$ cat config.mk
export PLATFORM = sky130hd
export DESIGN_NAME = daq
export DESIGN_NICKNAME = d
export VERILOG_FILES = /design/src/rtl/daq_pkg.sv /design/src/rtl/daq_channel.sv /design/src/rtl/daq.sv
export SDC_FILE = /design/constraint.sdc
export NUM_CORES = 2
export LEC_CHECK = 0
export CORE_ASPECT_RATIO = 1.5
export CORE_MARGIN = 4
export CORE_UTILIZATION = 40
export CTS_CLUSTER_SIZE = 20
export DETAILED_ROUTE_END_ITERATION = 6
export PLACE_DENSITY = 0.59
export SETUP_SLACK_MARGIN = 0.1
export SLEW_MARGIN = 20
export SYNTH_ARGS = -nofsm -noshare
export SYNTH_HDL_FRONTEND = slang
export SYNTH_SLANG_ARGS = --single-unit
$ cat constraint.sdc
create_clock -name m00_axis_aclk -period 20.6 [get_ports m00_axis_aclk]
set_input_delay 2.06 -clock m00_axis_aclk [delete_from_list [all_inputs] [get_ports m00_axis_aclk]]
set_output_delay 2.06 -clock m00_axis_aclk [all_outputs]
set_load 0.1 [all_outputs]
$ cat src/rtl/daq_pkg.sv
// Shared widths, FIFO sizing and the per-channel measurement state encoding.
package daq_pkg;
    localparam int CNT_W      = 64;
    localparam int WORD_W     = 32;
    localparam int FIFO_DEPTH = 16;
    localparam int PTR_W      = $clog2(FIFO_DEPTH);

    typedef enum logic [1:0] {
        IDLE       = 2'd0,
        WAIT_FIRST = 2'd1,
        MEASURE    = 2'd2
    } state_t;
endpackage

$ cat src/rtl/daq_channel.sv
// One measurement channel: reference-edge detect, period counter/FSM,
// 16x64 result FIFO and a two-word (high then low) AXI4-Stream serializer.
module daq_channel
    import daq_pkg::*;
(
    input  logic              i_clk,
    input  logic              i_rst_n,
    input  logic              i_arm,
    input  logic              i_arm_d,
    input  logic              i_sel,
    input  logic              i_a,
    input  logic              i_a_d,
    input  logic              i_z,
    input  logic              i_z_d,
    input  logic              i_tready,
    output logic [CNT_W-1:0]  o_cnt,
    output logic              o_valid,
    output logic              o_ready,
    output logic              o_overflow,
    output logic              o_tvalid,
    output logic [WORD_W-1:0] o_tdata,
    output logic              o_tlast
);
    localparam logic [PTR_W:0] FULL_CNT = (PTR_W + 1)'(FIFO_DEPTH);

    state_t             r_state, w_state_nxt;
    logic [CNT_W-1:0]   r_cnt, w_cnt_nxt;
    logic [CNT_W-1:0]   r_cnt_out;
    logic               r_valid;
    logic               r_ovf;
    logic [CNT_W-1:0]   r_mem [FIFO_DEPTH];
    logic [PTR_W-1:0]   r_wr_ptr, r_rd_ptr;
    logic [PTR_W:0]     r_count;
    logic               r_half;

    logic               w_ref_edge, w_arm_rise, w_capture, w_sat;
    logic               w_full, w_push, w_pop;
    logic [CNT_W-1:0]   w_entry;

    assign w_ref_edge = i_sel ? (i_z & ~i_z_d) : (i_a & ~i_a_d);
    assign w_arm_rise = i_arm & ~i_arm_d;
    assign w_sat      = i_arm && (r_state == MEASURE) && (r_cnt == {CNT_W{1'b1}});

    // Next state and counter; a capture only happens on a reference edge in MEASURE
    always_comb begin
        w_state_nxt = r_state;
        w_cnt_nxt   = r_cnt;
        w_capture   = 1'b0;
        if (!i_arm) begin
            w_state_nxt = IDLE;
            w_cnt_nxt   = '0;
        end else begin
            case (r_state)
                IDLE: begin
                    w_state_nxt = WAIT_FIRST;
                    w_cnt_nxt   = '0;
                end
                WAIT_FIRST: begin
                    if (w_ref_edge) begin
                        w_state_nxt = MEASURE;
                        w_cnt_nxt   = CNT_W'(1);
                    end
                end
                MEASURE: begin
                    if (w_ref_edge) begin
                        w_capture = 1'b1;
                        w_cnt_nxt = CNT_W'(1);
                    end else if (r_cnt != {CNT_W{1'b1}}) begin
                        w_cnt_nxt = r_cnt + CNT_W'(1);
                    end
                end
                default: begin
                    w_state_nxt = IDLE;
                    w_cnt_nxt   = '0;
                end
            endcase
        end
    end

    // State and running counter registers
    always_ff @(posedge i_clk) begin
        if (!i_rst_n) begin
            r_state <= IDLE;
            r_cnt   <= '0;
        end else begin
            r_state <= w_state_nxt;
            r_cnt   <= w_cnt_nxt;
        end
    end

    // Captured result, one-cycle valid pulse and sticky overflow
    always_ff @(posedge i_clk) begin
        if (!i_rst_n) begin
            r_cnt_out <= '0;
            r_valid   <= 1'b0;
            r_ovf     <= 1'b0;
        end else begin
            r_valid <= w_capture;
            if (w_capture)
                r_cnt_out <= r_cnt;
            if (w_arm_rise)
                r_ovf <= 1'b0;
            else if ((w_capture && w_full && !w_pop) || w_sat)
                r_ovf <= 1'b1;
        end
    end

    // A pop in the same cycle frees the slot, so a full FIFO still accepts the push
    assign w_full  = (r_count == FULL_CNT);
    assign w_pop   = o_tvalid && i_tready && r_half;
    assign w_push  = w_capture && (!w_full || w_pop);
    assign w_entry = r_mem[r_rd_ptr];

    // FIFO pointers, occupancy and word-phase of the entry at the head
    always_ff @(posedge i_clk) begin
        if (!i_rst_n) begin
            r_wr_ptr <= '0;
            r_rd_ptr <= '0;
            r_count  <= '0;
            r_half   <= 1'b0;
        end else begin
            if (w_push)
                r_wr_ptr <= r_wr_ptr + PTR_W'(1);
            if (w_pop)
                r_rd_ptr <= r_rd_ptr + PTR_W'(1);
            if (w_push && !w_pop)
                r_count <= r_count + (PTR_W + 1)'(1);
            else if (!w_push && w_pop)
                r_count <= r_count - (PTR_W + 1)'(1);
            if (o_tvalid && i_tready)
                r_half <= ~r_half;
        end
    end

    // Result storage; contents need no reset since occupancy gates the output
    always_ff @(posedge i_clk) begin
        if (w_push)
            r_mem[r_wr_ptr] <= r_cnt;
    end

    assign o_cnt      = r_cnt_out;
    assign o_valid    = r_valid;
    assign o_overflow = r_ovf;
    assign o_ready    = (r_count != '0);
    assign o_tvalid   = o_ready;
    assign o_tlast    = o_tvalid & r_half;
    assign o_tdata    = !o_tvalid ? '0 :
                        (r_half ? w_entry[WORD_W-1:0] : w_entry[CNT_W-1:WORD_W]);
endmodule

$ cat src/rtl/daq.sv
// Two-channel encoder period acquisition: input synchronizers, monitor copies
// and two independent measurement channels streaming over AXI4-Stream.
module daq
    import daq_pkg::*;
#(
    parameter int C_M00_AXIS_TDATA_WIDTH = 32,
    parameter int C_M00_AXIS_START_COUNT = 32
) (
    input  logic                                m00_axis_aclk,
    input  logic                                m00_axis_aresetn,
    input  logic                                m01_axis_aclk,
    input  logic                                m01_axis_aresetn,
    input  logic                                ENC_CLK,
    input  logic                                I_ARM,
    input  logic                                I_SEL,
    input  logic                                I_A0,
    input  logic                                I_A1,
    input  logic                                I_Z0,
    input  logic                                I_Z1,
    output logic                                O_ARM,
    output logic                                O_SEL,
    output logic                                O_A0,
    output logic                                O_A1,
    output logic                                O_Z0,
    output logic                                O_Z1,
    output logic [CNT_W-1:0]                    O_CNT_A0,
    output logic [CNT_W-1:0]                    O_CNT_A1,
    output logic [WORD_W-1:0]                   O_CNT_A0_high,
    output logic [WORD_W-1:0]                   O_CNT_A0_low,
    output logic [WORD_W-1:0]                   O_CNT_A1_high,
    output logic [WORD_W-1:0]                   O_CNT_A1_low,
    output logic                                O_VALID_0,
    output logic                                O_VALID_1,
    output logic                                O_READY_0,
    output logic                                O_READY_1,
    output logic                                O_OVERFLOW_0,
    output logic                                O_OVERFLOW_1,
    output logic                                m00_axis_tvalid,
    output logic [C_M00_AXIS_TDATA_WIDTH-1:0]   m00_axis_tdata,
    output logic [C_M00_AXIS_TDATA_WIDTH/8-1:0] m00_axis_tstrb,
    output logic                                m00_axis_tlast,
    input  logic                                m00_axis_tready,
    output logic                                m01_axis_tvalid,
    output logic [C_M00_AXIS_TDATA_WIDTH-1:0]   m01_axis_tdata,
    output logic [C_M00_AXIS_TDATA_WIDTH/8-1:0] m01_axis_tstrb,
    output logic                                m01_axis_tlast,
    input  logic                                m01_axis_tready
);
    // Pin order in the synchronizer vectors: {Z1, Z0, A1, A0, SEL, ARM}
    logic [5:0] w_pins;
    logic [5:0] r_s1, r_s2, r_s3;
    logic       w_unused;

    assign w_pins   = {I_Z1, I_Z0, I_A1, I_A0, I_SEL, I_ARM};
    assign w_unused = &{1'b0, m01_axis_aclk, m01_axis_aresetn, ENC_CLK,
                        32'(C_M00_AXIS_START_COUNT)};

    // Two-flop synchronizer plus one delay stage for rising-edge detection
    always_ff @(posedge m00_axis_aclk) begin
        if (!m00_axis_aresetn) begin
            r_s1 <= '0;
            r_s2 <= '0;
            r_s3 <= '0;
        end else begin
            r_s1 <= w_pins;
            r_s2 <= r_s1;
            r_s3 <= r_s2;
        end
    end

    assign {O_Z1, O_Z0, O_A1, O_A0, O_SEL, O_ARM} = r_s2;

    daq_channel u_ch0 (
        .i_clk      (m00_axis_aclk),
        .i_rst_n    (m00_axis_aresetn),
        .i_arm      (r_s2[0]),
        .i_arm_d    (r_s3[0]),
        .i_sel      (r_s2[1]),
        .i_a        (r_s2[2]),
        .i_a_d      (r_s3[2]),
        .i_z        (r_s2[4]),
        .i_z_d      (r_s3[4]),
        .i_tready   (m00_axis_tready),
        .o_cnt      (O_CNT_A0),
        .o_valid    (O_VALID_0),
        .o_ready    (O_READY_0),
        .o_overflow (O_OVERFLOW_0),
        .o_tvalid   (m00_axis_tvalid),
        .o_tdata    (m00_axis_tdata),
        .o_tlast    (m00_axis_tlast)
    );

    daq_channel u_ch1 (
        .i_clk      (m00_axis_aclk),
        .i_rst_n    (m00_axis_aresetn),
        .i_arm      (r_s2[0]),
        .i_arm_d    (r_s3[0]),
        .i_sel      (r_s2[1]),
        .i_a        (r_s2[3]),
        .i_a_d      (r_s3[3]),
        .i_z        (r_s2[5]),
        .i_z_d      (r_s3[5]),
        .i_tready   (m01_axis_tready),
        .o_cnt      (O_CNT_A1),
        .o_valid    (O_VALID_1),
        .o_ready    (O_READY_1),
        .o_overflow (O_OVERFLOW_1),
        .o_tvalid   (m01_axis_tvalid),
        .o_tdata    (m01_axis_tdata),
        .o_tlast    (m01_axis_tlast)
    );

    assign O_CNT_A0_high  = O_CNT_A0[CNT_W-1:WORD_W];
    assign O_CNT_A0_low   = O_CNT_A0[WORD_W-1:0];
    assign O_CNT_A1_high  = O_CNT_A1[CNT_W-1:WORD_W];
    assign O_CNT_A1_low   = O_CNT_A1[WORD_W-1:0];
    assign m00_axis_tstrb = {(C_M00_AXIS_TDATA_WIDTH/8){1'b1}};
    assign m01_axis_tstrb = {(C_M00_AXIS_TDATA_WIDTH/8){1'b1}};
endmodule

## After elaboration in Yosys (flattened, before gate mapping)

Memory sizes are Yosys's and may differ from the RTL's. A register that Yosys moved wholly into a read port is not among the register bits.
Cells that the tools add are included.

- Word-level logic and storage cells: 140
- Input port bits: 13
- Bits in registers: 310
- RAM bits: 2048
- Output and inout port bits: 344
- Memories kept: 2

- Bitwise logic cells: 17
- Reductions and logical operators: 40
- $add $sub $neg: 10
- Multiplexer cells: 36
- Equality and inequality tests: 14

Memory list:

| name | depth | bits a word | read ports | clocked after Yosys merged registers in | wr ports | line | RTL |
|---|---|---|---|---|---|---|---|
| u_ch0.r_mem | 16 | 64 | 1 | 1 | 1 | daq_channel.sv:31 | `logic [CNT_W-1:0] r_mem [FIFO_DEPTH];` |
| u_ch1.r_mem | 16 | 64 | 1 | 1 | 1 | daq_channel.sv:31 |  |

Operator list:

| operator | number |
|---|---|
| 64-bit 2-to-1 mux | 6 |
| 64-bit case mux with 2 select lines | 2 |
| 64-bit by 1-bit adder with 64-bit output (second input constant) | 2 |
| 64-bit equality test (second input constant) | 2 |
| 32-bit 2-to-1 mux | 4 |
| 64-bit inequality test (second input constant) | 2 |
| 5-bit 2-to-1 mux | 4 |
| 1-bit logical AND | 18 |
| 4-bit by 1-bit adder with 4-bit output (second input constant) | 4 |
| 4-bit 2-to-1 mux | 4 |
| 1-bit 2-to-1 mux | 12 |
| 2-bit case mux with 3 select lines | 2 |
| 5-bit by 1-bit adder with 5-bit output (second input constant) | 2 |
| 5-bit equality test (second input constant) | 2 |
| 1-bit NOT | 10 |
| 2-bit AND reduction | 5 |
| 5-bit nonzero test | 2 |
| 5-bit by 1-bit subtractor with 5-bit output (second input constant) | 2 |
| 1-bit AND | 7 |
| 1-bit logical NOT | 6 |
| 3-bit by 2-bit inequality test with 1-bit output (second input constant) | 2 |
| 2-bit by 1-bit equality test with 1-bit output (second input constant) | 2 |
| 2-bit equality test (second input constant) | 2 |
| 2-bit logical NOT | 2 |
| other kinds (5) | 11 |

## Logic depth before layout (Yosys ltp)

- Word-level depth: 11
- Mapped depth: 14

## Hierarchy

A second synthesis with hierarchy kept.

- Cells, all modules: 5019
- Area total of the unflattened synthesis: 93691.1 um2

Modules (own cells, without submodules):

| module | instances | seq. area each (um2) | area each (um2) | cells each |
|---|---|---|---|---|
| daq_channel (u_ch1) | 1 | 33752.4 | 46148.0 | 2432 |
| daq_channel (u_ch0) | 1 | 33752.4 | 46044.2 | 2415 |
| daq | 1 | 340.3 | 1498.9 | 172 |

## Worst setup path after synthesis

Ideal clock, no wire load.

- Path type: input to register
- From: input m00_axis_tready
- To: memory u_ch0.r_mem[3][0] (enable)
- Stages on the path: 4
- Path buffers: 0
- Arrival time: 7066 ps
- Required time: 20036 ps
- Setup time: 564 ps
- Slack: 12970 ps
- Path through: a211oi_1 > nor2_1 > nand2_1 > nor3_1

- Cells in the longest elaborated chain, start to end: 6

RTL lines:

| element | line | RTL |
|---|---|---|
| start, declared | daq.sv:42 | `input logic m00_axis_tready,` |
| 1-bit logical AND (2 in a row) | daq_channel.sv:110 | `assign w_pop = o_tvalid && i_tready && r_half;` |
| 1-bit logical OR | daq_channel.sv:111 | `assign w_push = w_capture && (!w_full \|\| w_pop);` |
| 1-bit logical AND | daq_channel.sv:111 |  |
| named net u_ch0.w_push | daq_channel.sv:37 | `logic w_full, w_push, w_pop;` |
| 1-bit 2-to-1 mux | daq_channel.sv:137 | `if (w_push)` |
| 1-bit 2-to-1 mux (not written as such) | daq_channel.sv:138 | `r_mem[r_wr_ptr] <= r_cnt;` |
| end, declared | daq_channel.sv:31 |  |

The timed path passes the listed nets, and every way through them passes these cells.

==> results.txt <==
----------------------------------------------------
[Timing]
  Worst Max-Slew Pin Slew ... approximately 1100 ps
  Worst max-slew margin expressed relative to the limit ... 0.239
  Setup repair after global routing missed its margin ... no
  Hold Slack ... ~430 ps
  Final setup skew ... approximately 74 ps
  Number of slew-limit violations in the final report ... 0
  PnR worst setup slack ... between 10000 and 15000 ps
  Final total negative setup slack ... 0 ps
  F_max ... 0.118 GHz
  Final clock period utilization by the worst path ... 0.411
  Fin. Hold Viols ... 0
  Clock period minus final worst setup slack ... ~8500 ps
  Final-report setup violation count ... 0

[Die]
  Die W ... 402 um
  Die ar. ... ~240000 um^2
  Number of ports placed on the die boundary ... 357
  Core Rows ... roughly 220
  Floorplan core area ... around 230000 um^2
  Die Ht ... 599 um
  Initial cell density of the core ... 0.403

[GRT]
  Wire length of the first global-routing pass ... ~340000 um
  Antenna violations before repair ... 3
  GR Overflow Total ... 0
  Total global routing track utilization ... 0.195
  Via count of the first global-routing pass ... between 40000 and 50000
  Maximum number of pins on one net before global-route repair ... 97

[Final layout]
  Most common library cell in the layout ignoring fill and taps ... edfxtp_1
  Most frequent cells in the layout ... edfxtp_1 (2048), mux4_2 (640), nand2_1 (360)
  Sequential cell area ... between 60000 and 70000 um^2
  Net count of the finished layout ... between 5000 and 6000
  Filler Cells Inserted ... between 15000 and 20000
  Layout-stage area growth over the synthesis result ... 14.4%
  Multi-input combinational cell area ... around 24000 um^2
  Post-layout instance area ... roughly 110000 um^2
  Finished Core Util ... 0.461
  Layout cells sized above 1 ... 0.214

[Yosys]
  Distinct cell type count of the synthesized netlist ... 70
  Seq/Total Area, Yosys ... 0.727
  Synthesized instance count ... between 4000 and 5000
  Number of warnings issued by yosys ... 0
  Number of storage elements in the synthesis netlist ... between 2000 and 2500
  Post-Synthesis Cell Area ... between 90000 and 100000 um^2
  Mean instance size in the synthesized netlist ... 18.9 um^2
  Post-synthesis async set-or-reset flop share ... 0
  Post-synth EDFFs ... between 2000 and 2500
  Synth Flop Type ... edfxtp_1

[Clocking]
  Cell chosen for the clock root ... clkbuf_16
  Total CTS buffers ... 220
  H-tree Lvls ... 4
  Total of hold buffers inserted after clock tree synthesis ... 0
  CTS clk-pin slew, worst paths ... approximately 70 ps
  Setup Fix Bufs, Post-CTS ... 0
  Worst-case clock buffer depth ... 4
  Clock latency on the worst-skew pair ... a little under 900 ps
  CTS tree ... built
  Resized cells post-CTS ... 0
  Sinks on Clock Net ... ~2400

[Place]
  Number of buffers added on ports ... between 300 and 400
  Global placement routability congestion ... ~0.86
  Dpl hpwl ... roughly 130000 um
  Placement-stage worst setup slack ... approximately 13000 ps
  DP Area ... about 100000 um^2

[Critical path]
  Reg2reg start ... u_ch1.r_half
  Required time of the critical path ... around 19000 ps
  Critical Path AT ... between 6000 and 7000 ps
  CP startpoint kind ... flip-flop
  Critical Path Max Stage Delay ... 1020 ps
  Category of the critical setup timing path ... reg -> out
  CP Cell Sequence ... buf_4, buf_12, buf_4, mux4_2, mux4_2, mux2i_1, nor2_1, clkdlybuf4s50_1
  Cell family with most CP delay ... buffers and inverters
  Number of buffers and inverters on the critical path ... 4
  CP max stage cell ... clkdlybuf4s50_1
  Largest fanout on the critical path ... ~90
  Capturing element type of the critical path ... output port

[Detailed routing]
  Routed vias/inst ... 5.67
  First-pass detailed-route iteration total ... 6
  M1 WL ... roughly 90000 um
  Sum of routed wire length over all layers ... 238000 um
  Uppermost routed layer ... met5
  Remaining number of nets flagged by the antenna check after routing ... 0
  Detailed route wirelength on metal3 ... ~13000 um
  Post-DR wirelength/cell ... approximately 28 um
  Residual DRC ... 0
  Violation count after the first detailed-route iteration ... 4499
  Total number of vias ... about 48000
  Total met2 wirelength after detailed routing ... 126000 um

[Hold path]
  Path type of the worst min-delay path ... reg -> reg
  Launch instance of the worst min-delay path ... r_s1[4]

[Job]
  Number of max-capacitance violations reported ... 0

[Power]
  Power per cell area ... between 80 and 90 nW/um^2
  Worst ir drop on vdd ... about 0.082 mV
  Leakage power figure ... 34.7 nW

[Status]
  Run status ... finished clean

----------------------------------------------------
[worst register-to-register path: cells and delay by family (launching register included)]
kind            cells  cell delay [ps]
buf+inv             4             2230
simple gates        3             1780
flops               1              620
compound gates      1              210
[state kept, by name, summed over array words and instances (netlist names), 2 cells and up, named ones only]
signal	flops
u_ch0.r_mem	1024
u_ch1.r_mem	1024
u_ch0.o_cnt	64
u_ch0.r_cnt	64
u_ch1.o_cnt	64
u_ch1.r_cnt	64
r_s1	6
r_s2	6
r_s3	5
u_ch0.r_count	5
u_ch1.r_count	5
u_ch0.r_rd_ptr	4
u_ch0.r_wr_ptr	4
u_ch1.r_rd_ptr	4
u_ch1.r_wr_ptr	4
u_ch0.r_state	2
u_ch1.r_state	2
[Yosys cell counts, drive strengths merged (43+ instances only)]
cell | count | area share
or4 | 62 | 0.0051
a21boi | 135 | 0.011
nand4 | 54 | 0.0036
and2 | 56 | 0.0038
edfxtp | 2048 | 0.66
buf | 222 | 0.015
nor2 | 163 | 0.0066
o21ai | 64 | 0.0035
or3 | 43 | 0.0029
clkbuf | 187 | 0.0075
mux2i | 68 | 0.0073
dfxtp | 317 | 0.068
mux4 | 640 | 0.15
a21oi | 110 | 0.0063
nand3 | 68 | 0.0037
nand2 | 361 | 0.015
[final timing paths]
kind                       end  slack, ps  depth (start not counted)
max          m00_axis_tdata[5]      12120                          8
min                    r_s2[4]        430                          1
max reg2reg  u_ch1.r_mem[3][3]      15300                          8
min reg2reg            r_s2[4]        430                          1
[power by group]
group | total [W] | switching, W | internal (W)
sequential | 0.00513 | 0.00000110 | 0.00512
clock | 0.00405 | 0.00177 | 0.00229
combinational | 0.0000294 | 0.0000220 | 0.00000741
total | 0.00921 | 0.00179 | 0.00742
[cell families (layout without fill, tap and decap cells)]
family | after synthesis | after routing | share of synthesized area
other | 1 | 9 | 0.0000402
xor gates and xnor gates | 41 | 41 | 0.00385
muxes | 709 | 709 | 0.162
and+or+nand+nor | 915 | 915 | 0.0484
buffers and inverters | 437 | 875 | 0.0238
DFF | 2365 | 2365 | 0.727
adders and majority gates | 28 | 28 | 0.00392
AOI/OAI and AO/OA | 426 | 426 | 0.0305
[per-layer routing]
metal	track usage	vias up
met3	0.0275	355
li1	-	20300
met5	0	-
met4	0.0484	2
met2	0.357	1671
met1	0.243	25400
[cell type report]
class | count | area share
clock inverters | 124 | 0.0117
repair buffers | 453 | 0.0404
diodes | 1 | 0.0000234
flip-flops and latches | 2365 | 0.636
multi-input cells | 2127 | 0.220
well taps | 3052 | 0.0358
clock buffers | 270 | 0.0546
inverters | 28 | 0.000985
[through the flow]
stage                     cells  total power, W
after global routing       8420         0.00949
after CTS                  8418         0.00930
after detailed placement   8024         0.00526
after global placement     8023         0.00526
final                      8420         0.00921
after floorplan            4929         0.00525
Power figures use the tool's default switching activity.
